## config.mk

```make
export PLATFORM = sky130hd
export DESIGN_NAME = keypad_matrix_scanner
export DESIGN_NICKNAME = d
export VERILOG_FILES = /design/src/rtl/keypad_pkg.sv /design/src/rtl/keypad_evt_fifo.sv /design/src/rtl/keypad_matrix_scanner.sv
export SDC_FILE = /design/constraint.sdc
export NUM_CORES = 1
export LEC_CHECK = 0
export CAP_MARGIN = 20
export CORE_UTILIZATION = 30
export DETAILED_ROUTE_END_ITERATION = 7
export PLACE_DENSITY = 0.48
export SYNTH_ARGS = -nofsm -noshare
export SYNTH_HDL_FRONTEND = slang
export SYNTH_SLANG_ARGS = --single-unit
```

## constraint.sdc

```tcl
create_clock -name clk -period 6.85 [get_ports clk]
set_input_delay 1.37 -clock clk [delete_from_list [all_inputs] [get_ports clk]]
set_output_delay 1.37 -clock clk [all_outputs]
set_load 0.02 [all_outputs]
```

## src/rtl/keypad_pkg.sv

```systemverilog
`default_nettype none
// ============================================================================
// Module   : keypad_pkg
// Purpose  : Shared constants, types and helpers for the keypad matrix
//            scanner: default geometry/timing parameters, the diff-walk
//            state encoding and the event word layout {release, code}.
// Revision : 1.0 - initial release
// ============================================================================
package keypad_pkg;

  localparam int DEF_ROWS       = 4;
  localparam int DEF_COLS       = 6;
  localparam int DEF_SCAN_DIV   = 8;
  localparam int DEF_DEBOUNCE   = 3;
  localparam int DEF_FIFO_DEPTH = 4;

  // Width of a key index; a 1-key matrix still needs a 1-bit code.
  function automatic int code_width(input int n_keys);
    return (n_keys <= 1) ? 1 : $clog2(n_keys);
  endfunction

  // Event word: release flag in the MSB, key code below it.
  function automatic int evt_width(input int n_keys);
    return code_width(n_keys) + 1;
  endfunction

  typedef enum logic [0:0] {
    WALK_IDLE = 1'b0,
    WALK_RUN  = 1'b1
  } walk_state_e;

endpackage
`default_nettype wire

```

## src/rtl/keypad_evt_fifo.sv

```systemverilog
`default_nettype none
// ============================================================================
// Module   : keypad_evt_fifo
// Purpose  : Synchronous first-word-fall-through FIFO for key events.
//            A write into a full FIFO is accepted only when a read happens
//            in the same cycle.
// Ports    : clk, rst_n (async active-low)
//            wr_en, wr_data, full   - write side
//            rd_en, rd_data, empty  - read side; rd_data valid when !empty
// Revision : 1.0 - initial release
// ============================================================================
module keypad_evt_fifo #(
  parameter int WIDTH = 6,
  parameter int DEPTH = 4   // power of two, >= 2
) (
  input  logic             clk,
  input  logic             rst_n,
  input  logic             wr_en,
  input  logic [WIDTH-1:0] wr_data,
  output logic             full,
  input  logic             rd_en,
  output logic [WIDTH-1:0] rd_data,
  output logic             empty
);

  localparam int AW = $clog2(DEPTH);
  localparam logic [AW:0] FULL_CNT = (AW+1)'(DEPTH);

  logic [WIDTH-1:0] mem [DEPTH];
  logic [AW-1:0]    wr_ptr;
  logic [AW-1:0]    rd_ptr;
  logic [AW:0]      count;
  logic             do_rd;
  logic             do_wr;

  assign empty   = (count == '0);
  assign full    = (count == FULL_CNT);
  assign do_rd   = rd_en && !empty;
  assign do_wr   = wr_en && (!full || do_rd);
  assign rd_data = mem[rd_ptr];

  // Storage is reset so the head reads as zero while empty after reset.
  always_ff @(posedge clk or negedge rst_n) begin
    if (!rst_n) begin
      for (int i = 0; i < DEPTH; i++) mem[i] <= '0;
      wr_ptr <= '0;
      rd_ptr <= '0;
      count  <= '0;
    end else begin
      if (do_wr) begin
        mem[wr_ptr] <= wr_data;
        wr_ptr      <= wr_ptr + AW'(1);
      end
      if (do_rd) rd_ptr <= rd_ptr + AW'(1);
      case ({do_wr, do_rd})
        2'b10:   count <= count + (AW+1)'(1);
        2'b01:   count <= count - (AW+1)'(1);
        default: count <= count;
      endcase
    end
  end

endmodule
`default_nettype wire

```

## src/rtl/keypad_matrix_scanner.sv

```systemverilog
`default_nettype none
// ============================================================================
// Module   : keypad_matrix_scanner
// Purpose  : Scans a ROWS x COLS keypad one row at a time (one-cold, active
//            low), debounces whole-frame snapshots and emits one press or
//            release event per committed key change through an event FIFO.
// Ports    : clk, rst_n (async active-low)
//            key_in[COLS]   column sense, active low
//            key_out[ROWS]  row drive, one-cold active low
//            evt_valid/evt_ready/evt_code/evt_release - event stream
//            overflow (sticky drop flag), ovf_clr (sync clear)
// Revision : 1.0 - initial release
// ============================================================================
module keypad_matrix_scanner
  import keypad_pkg::*;
#(
  parameter int ROWS       = DEF_ROWS,
  parameter int COLS       = DEF_COLS,
  parameter int SCAN_DIV   = DEF_SCAN_DIV,   // >= COLS and >= 2
  parameter int DEBOUNCE   = DEF_DEBOUNCE,   // >= 1
  parameter int FIFO_DEPTH = DEF_FIFO_DEPTH  // power of two
) (
  input  logic                                clk,
  input  logic                                rst_n,
  input  logic [COLS-1:0]                     key_in,
  output logic [ROWS-1:0]                     key_out,
  output logic                                evt_valid,
  input  logic                                evt_ready,
  output logic [code_width(ROWS*COLS)-1:0]    evt_code,
  output logic                                evt_release,
  output logic                                overflow,
  input  logic                                ovf_clr
);

  localparam int N  = ROWS * COLS;
  localparam int CW = code_width(N);
  localparam int EW = evt_width(N);
  localparam int SW = $clog2(SCAN_DIV);
  localparam int RW = code_width(ROWS);
  localparam int DW = $clog2(DEBOUNCE + 1);

  localparam logic [SW-1:0] SLOT_LAST = SW'(SCAN_DIV - 1);
  localparam logic [RW-1:0] ROW_LAST  = RW'(ROWS - 1);
  localparam logic [CW-1:0] IDX_LAST  = CW'(N - 1);
  localparam logic [DW-1:0] DEB_C     = DW'(DEBOUNCE);

  logic [SW-1:0]   slot;
  logic [RW-1:0]   row;
  logic [COLS-1:0] sync1;
  logic [COLS-1:0] sync2;
  logic [N-1:0]    frame;
  logic [N-1:0]    prev;
  logic [N-1:0]    committed;
  logic [DW-1:0]   stable_cnt;
  logic [CW-1:0]   idx;
  walk_state_e     state;
  walk_state_e     state_next;

  logic            slot_end;
  logic            frame_end;
  logic [N-1:0]    frame_next;
  logic [DW-1:0]   stable_next;
  logic            start_walk;
  logic            push;
  logic            pop;
  logic            fifo_full;
  logic            fifo_empty;
  logic [EW-1:0]   fifo_head;

  assign key_out   = ~(ROWS'(1) << row);
  assign slot_end  = (slot == SLOT_LAST);
  assign frame_end = slot_end && (row == ROW_LAST);

  // The last row's sample lands in the same cycle the frame is judged, so
  // the debouncer looks at the bitmap with the current row already merged.
  always_comb begin
    frame_next = frame;
    frame_next[int'(row)*COLS +: COLS] = ~sync2;
  end

  always_comb begin
    stable_next = DW'(1);
    if (frame_next == prev)
      stable_next = (stable_cnt == DEB_C) ? stable_cnt : stable_cnt + DW'(1);
  end

  // prev always equals frame_next after a frame end, so that is the value
  // the walk will compare against committed.
  assign start_walk = frame_end && (stable_next == DEB_C) &&
                      (frame_next != committed);

  // Scan timing and row sampling.
  always_ff @(posedge clk or negedge rst_n) begin
    if (!rst_n) begin
      slot  <= '0;
      row   <= '0;
      sync1 <= '1;
      sync2 <= '1;
      frame <= '0;
    end else begin
      sync1 <= key_in;
      sync2 <= sync1;
      if (slot_end) begin
        slot  <= '0;
        frame <= frame_next;
        row   <= (row == ROW_LAST) ? '0 : row + RW'(1);
      end else begin
        slot <= slot + SW'(1);
      end
    end
  end

  // Frame-level debounce.
  always_ff @(posedge clk or negedge rst_n) begin
    if (!rst_n) begin
      prev       <= '0;
      stable_cnt <= '0;
    end else if (frame_end) begin
      prev       <= frame_next;
      stable_cnt <= stable_next;
    end
  end

  // Diff-walk state register.
  always_ff @(posedge clk or negedge rst_n) begin
    if (!rst_n) state <= WALK_IDLE;
    else        state <= state_next;
  end

  always_comb begin
    state_next = state;
    push       = 1'b0;
    case (state)
      WALK_IDLE: if (start_walk) state_next = WALK_RUN;
      WALK_RUN: begin
        push = (prev[idx] != committed[idx]);
        if (idx == IDX_LAST) state_next = WALK_IDLE;
      end
      default: state_next = WALK_IDLE;
    endcase
  end

  // Walk index and committed bitmap; committed follows prev even when the
  // event itself is dropped, so a later release still reports correctly.
  always_ff @(posedge clk or negedge rst_n) begin
    if (!rst_n) begin
      idx       <= '0;
      committed <= '0;
    end else begin
      idx <= (state == WALK_RUN) ? idx + CW'(1) : '0;
      if (push) committed[idx] <= prev[idx];
    end
  end

  assign pop = evt_valid && evt_ready;

  // Set wins over clear; a push into a full FIFO survives if a pop frees
  // the slot in the same cycle.
  always_ff @(posedge clk or negedge rst_n) begin
    if (!rst_n)                          overflow <= 1'b0;
    else if (push && fifo_full && !pop)  overflow <= 1'b1;
    else if (ovf_clr)                    overflow <= 1'b0;
  end

  keypad_evt_fifo #(
    .WIDTH (EW),
    .DEPTH (FIFO_DEPTH)
  ) u_fifo (
    .clk     (clk),
    .rst_n   (rst_n),
    .wr_en   (push),
    .wr_data ({~prev[idx], idx}),
    .full    (fifo_full),
    .rd_en   (evt_ready),
    .rd_data (fifo_head),
    .empty   (fifo_empty)
  );

  assign evt_valid   = !fifo_empty;
  assign evt_release = fifo_head[EW-1];
  assign evt_code    = fifo_head[CW-1:0];

endmodule
`default_nettype wire

```

==> metrics.yaml, run 1 <==
root_buffer: "clkbuf_16"
critPathMaxFanout: 21
fillCellCount: 2392
power.leakage_nw: 3.426
track_usage: 0.1742
drive_gt1_frac: 0.1569
max_freq_ghz: 0.2224
worst_slack_ns: 2.355
setup_viol: 0
final_nets: 716
ff_latch_area_sq_um: 3243
ctsResizeCount: 0
drc_errors: 0
cp-startpoint: "row[0]$_DFFE_PN0P_"
post_cts_buffers: 0
gp_congestion: 0.9024
required_ns: 5.48
routedWlPerCell_um: 19.73
cts.clk_slew.worst_paths_ns: 0.06
max_cap_viol_count: 0
cts_buffer_depth: 2
hp-start: "sync1[1]$_DFF_PN1_"
dominantRegCellSynth: "dfrtp_1"
syn_area_per_cell_sq_um: 10.58
synthToLayoutAreaGrowth_pct: 15.26
synth-async-reset-ratio: 1.000
tns_ns: 0
irDropWorstVdd_uv: 121.2
netlist_area_sq_um: 7208
cts_buffers: 17
worst_ep_arrival_time_ns: 3.13
ios: 22
grt_pass1_wl_mm: 31.94
rsz0062_at_grt: "no"
detail-route-antenna-nets: 0
place_area_sq_um: 7686
yosysSeqAreaShare: 0.4499
yosys_warnings: 0
antenna_found_initial: 0
initial_utilization: 0.3062
clk_latency_ns: 0.43
viasPerCell: 5.300
n_antenna_cell: 0
grt_pass1_vias: 5498
grt_overflow_total: 0
post-route-period-util: 0.6563
h-tree-depth: 4
drv_slew: 0
worst_pin_slew_ns: 0.9949
finalPower_mw: 1.854
std_cell_rows: 56
coreArea_sq_um: 23540
multi_input_area_sq_um: 3694
die_h_um: 157.0
hold_violations: 0
dp_hpwl_mm: 14.22
worst_hold_path_type: "flip-flop to flip-flop"
design_area_sq_um: 8308
synth_cell_types: 69
worst_clock_skew_ns: 0.008047
netlist_instances: 681
end_kind: "output port"
syn_nets: 709
reg2reg_from: "row[0]$_DFFE_PN0P_"
cts_tree: "yes"
synth_edf_count: 0
vias: 5406
postCtsHoldBufs: 0
pre_cts_slack_ns: 2.756
power.density_nw_per_um2: 223.2
die_w_um: 157.0
slew_headroom: 0.3368
grt_max_degree: 73
io_buffer_count: 21
synth-seq-cells: 129
status: "complete, no violations"
clkSinkCount: 129
startpoint_type: "flip-flop"
routed_wl_mm: 20.12
drt-pass1-iter-count: 6
timing.final.crit_period_ns: 4.495
drt_iter0_drc: 502
crit_type: "flip-flop to output port"
die_area_sq_um: 24650
metal layers:
layer,routed length (um),share of wire,track usage
met2,9677,0.48,0.2840
met5,0,0,0
met4,698,0.035,0.08403
met3,696,0.035,0.03387
met1,9049,0.45,0.2208
critical path: stages, from the launching register on:
cell,delay [ns]
dfrtp_1,0.75
clkinv_1,0.45
ha_1,0.58
inv_1,0.27
clkdlybuf4s50_1,0.65
layout make-up:
| cell class | instances | area share |
|---|---|---|
| sequential | 129 | 0.3904 |
| tap | 319 | 0.04804 |
| inverter | 26 | 0.01175 |
| multi-input combinational | 487 | 0.4446 |
| clock inverter | 12 | 0.01867 |
| clock buffer | 20 | 0.05617 |
| timing repair buffer | 27 | 0.03042 |
cells in the mapped netlist (5+ instances only):
library cell  instances  share of area
a21oi_1              48          0.033
a22o_1                6         0.0073
a22oi_1               6         0.0062
a32oi_1               6         0.0073
and2_1                5         0.0043
buf_2                 7         0.0049
clkbuf_1             26          0.014
dfrtp_1             117           0.41
dfstp_2              12          0.044
ha_1                 17          0.030
inv_1                25          0.013
mux2_2               31          0.048
mux2i_1               8          0.011
mux4_1               10          0.036
mux4_2                8          0.025
nand2_1              46          0.024
nand2b_1             12          0.010
nand3_1               9         0.0062
nor2_1               40          0.021
nor3_1                7         0.0049
nor4_1                9         0.0078
o211ai_1              6         0.0062
o21ai_0              81          0.056
or3_1                 8         0.0069
xnor2_1              26          0.032
xor2_1               24          0.029
kinds of logic (layout without fill, tap and decap cells):
| family | after synthesis | count (layout) | synth area share |
|---|---|---|---|
| and+or+nand+nor | 171 | 171 | 0.1337 |
| xor gates and xnor gates | 51 | 51 | 0.06457 |
| adders and majority gates | 18 | 18 | 0.03229 |
| DFF | 129 | 129 | 0.4499 |
| muxes | 59 | 59 | 0.1252 |
| AOI/OAI and AO/OA | 188 | 188 | 0.1567 |
| buffers and inverters | 65 | 85 | 0.03766 |
sequential cells by signal, summed over array words and instances, names as in the netlist, 5 cells and up:
register and count:
frame 24, committed 24, u_fifo.mem 24, prev 24, idx 5, sync1 6
sync2 6
power by group:
part           switching (mW)  internal (mW)
sequential             0.0209          0.783
combinational          0.0528         0.0345
clock                   0.360          0.602
placed cells by master (no fill, tap or decap), types with 5 or more instances in the layout:
| cell type | netlist | final |
|---|---|---|
| nor2_1 | 40 | 40 |
| buf_4 | 0 | 7 |
| o211ai_1 | 6 | 6 |
| nor4_1 | 9 | 9 |
| xnor2_1 | 26 | 26 |
| o21ai_0 | 81 | 81 |
| a22o_1 | 6 | 6 |
| inv_1 | 25 | 25 |
| nand2b_1 | 12 | 12 |
| a21oi_1 | 48 | 48 |
| a32oi_1 | 6 | 6 |
| mux4_2 | 8 | 8 |
| nand2_1 | 46 | 46 |
| dfrtp_1 | 117 | 117 |
| clkdlybuf4s50_1 | 0 | 20 |
| xor2_1 | 24 | 24 |
| or3_1 | 8 | 8 |
| dfstp_2 | 12 | 12 |
| mux4_1 | 10 | 10 |
| nand3_1 | 9 | 9 |
| and2_1 | 5 | 5 |
| clkbuf_16 | 0 | 17 |
| mux2_2 | 31 | 31 |
| nor3_1 | 7 | 7 |
| mux2i_1 | 8 | 8 |
| a22oi_1 | 6 | 6 |
| ha_1 | 17 | 17 |
worst paths after layout:
kind / end / slack, ns / depth (start not counted)
max in group asynchronous: committed[8]$_DFFE_PN0P_ / 4.44 / 2
setup / recovery: key_out[0] / 2.35 / 4
setup reg to reg: stable_cnt[0]$_DFFE_PN0P_ / 2.78 / 10
hold / removal: sync2[1]$_DFF_PN1_ / 0.35 / 0
hold reg to reg: sync2[1]$_DFF_PN1_ / 0.35 / 0
min in group asynchronous: overflow$_DFFE_PN0P_ / 1.08 / 1
per-stage QoR:
step | cells | util | hold slack [ns]
after floorplan | 681 | - | 0.3452
after global placement | 988 | 0.3265 | 0.3464
after detailed placement | 988 | 0.3265 | 0.3473
after CTS | 1020 | 0.3529 | 0.3514
after global routing | 1020 | 0.3529 | 0.3580
final | 1020 | 0.3529 | 0.3537
Power figures use the tool's default switching activity.
==> run 2: changes to the inputs <==
Settings changed: PLACE_DENSITY 0.48 to 0.49.
Clock period 6.85 ns to 3.6 ns, I/O delays scaled along.
==> metrics.yaml, run 2 (synthesis results as in run 1) <==
rsz0062_at_grt: "no"
die_area_sq_um: 24650
startpoint_type: "flip-flop"
grt_pass1_wl_mm: 33.43
postCtsHoldBufs: 0
place_area_sq_um: 7871
grt_max_degree: 58
finalPower_mw: 3.654
detail-route-antenna-nets: 0
clk_latency_ns: 0.42
dpl.cell_count: 1011
cts.clk_slew.worst_paths_ns: 0.06
worst_pin_slew_ns: 0.7926
critPathMaxFanout: 9
end_kind: "flip-flop"
p_sw_mw: 0.8200
fillCellCount: 2381
initial_utilization: 0.3062
final_common_cell: "dfrtp_1"
drt_iter0_drc: 514
n_antenna_cell: 0
io_buffer_count: 21
ff_latch_area_sq_um: 3243
die_h_um: 157.0
dp_hpwl_mm: 14.87
status: "complete, no violations"
instances_no_fill: 1043
irDropWorstVdd_uv: 201.4
cellInternalPower_mw: 2.834
grt_pass1_vias: 5844
multi_input_area_sq_um: 3694
drv_slew: 0
power.leakage_nw: 3.561
vias: 5580
routedWlPerCell_um: 19.85
tns_ns: 0
cts_tree: "yes"
post-route-period-util: 0.9119
timing.final.crit_period_ns: 3.283
cp-startpoint: "idx[0]$_DFF_PN0_"
cp_top_family: "adder cells"
drt-pass1-iter-count: 5
path_cells: "buf_4, mux4_1, a22o_1, nand2_1, nand3_4, xnor2_4, nand3_2, ha_1, inv_1, fa_1, xor2_1, nor2_1, xor2_1"
max_cap_viol_count: 0
pre_cts_slack_ns: 0.2889
ctsResizeCount: 0
cts_buffers: 17
hold_violations: 0
clock_power_share: 0.531
final_nets: 739
worst-path-buf-inv: 2
clkSinkCount: 129
coreArea_sq_um: 23540
drc_errors: 0
synthToLayoutAreaGrowth_pct: 18.38
p_seq_frac: 0.420
slowest_stage: "mux4_1"
h-tree-depth: 4
drive_gt1_frac: 0.1823
root_buffer: "clkbuf_16"
design_area_sq_um: 8533
reg2reg_from: "idx[0]$_DFF_PN0_"
max_stage_delay_ns: 0.57
worst_hold_path_type: "flip-flop to flip-flop"
power.density_nw_per_um2: 428.3
ios: 22
crit_type: "flip-flop to flip-flop"
setup_viol: 0
cts_buffer_depth: 2
swShare: 0.2244
crit_path_frequent_cell: "xor2_1"
viasPerCell: 5.350
slew_headroom: 0.4716
worst_slack_ns: 0.3171
track_usage: 0.1812
std_cell_rows: 56
die_w_um: 157.0
hp-start: "sync1[4]$_DFF_PN1_"
antenna_found_initial: 0
combinationalPowerShare: 0.049
max_freq_ghz: 0.3046
post_cts_buffers: 0
gp_congestion: 0.9375
grt_overflow_total: 0
required_ns: 3.95
worst_ep_arrival_time_ns: 3.63
worst_clock_skew_ns: 0.007331
final_cell_mix: "117 x dfrtp_1, 81 x o21ai_0, 48 x a21oi_1"
routed_wl_mm: 20.70
run 2: power by group through the flow:
stage	logic (mW)	registers, mW	clock network (mW)
4_1_cts	0.181	1.53	1.98
3_5_place_dp	0.180	1.56	0
3_3_place_gp	0.178	1.56	0
2_1_floorplan	0.100	1.54	0
6_report	0.179	1.53	1.94
5_1_grt	0.200	1.54	2.05
run 2: final timing paths:
| kind | end | slack (ns) | cells after the start |
|---|---|---|---|
| max in group asynchronous | sync2[2]$_DFF_PN1_ | 2.39 | 2 |
| min | sync2[4]$_DFF_PN1_ | 0.36 | 0 |
| max | u_fifo.count[2]$_DFFE_PN0P_ | 0.32 | 13 |
| max reg2reg | u_fifo.count[2]$_DFFE_PN0P_ | 0.32 | 13 |
| min reg2reg | sync2[4]$_DFF_PN1_ | 0.36 | 0 |
| min in group asynchronous | u_fifo.count[1]$_DFFE_PN0P_ | 0.38 | 1 |
run 2: layout make-up:
type,instances,share of cell area
Timing Repair Buffer,50,0.05132
Clock inverter,12,0.02405
Multi-Input combinational cell,487,0.4328
Tap cell,319,0.04677
Sequential cell,129,0.3801
Clock buffer,20,0.05352
Inverter,26,0.01144
run 2: worst reg2reg max path: stages, from the launching register on:
cell and delay (ns):
dfrtp_1 0.54, buf_4 0.26, mux4_1 0.58, a22o_1 0.25
nand2_1 0.11, nand3_4 0.16, xnor2_4 0.17, nand3_2 0.12
ha_1 0.20, inv_1 0.06, fa_1 0.37, xor2_1 0.15
nor2_1 0.11, xor2_1 0.15
run 2: metrics by stage:
step / hold WS (ns) / utilization
3_3_place_gp: 0.3456 / 0.3343
3_5_place_dp: 0.3482 / 0.3343
6_report: 0.3557 / 0.3625
2_1_floorplan: 0.3452 / -
4_1_cts: 0.3572 / 0.3625
5_1_grt: 0.3616 / 0.3625
run 2: routing by layer:
layer / up-vias / share of wire / track usage
li1: 2530 / - / -
met1: 2823 / 0.45 / 0.2365
met2: 186 / 0.48 / 0.2916
met3: 41 / 0.047 / 0.03221
met4: 0 / 0.030 / 0.08310
met5: - / 0 / 0
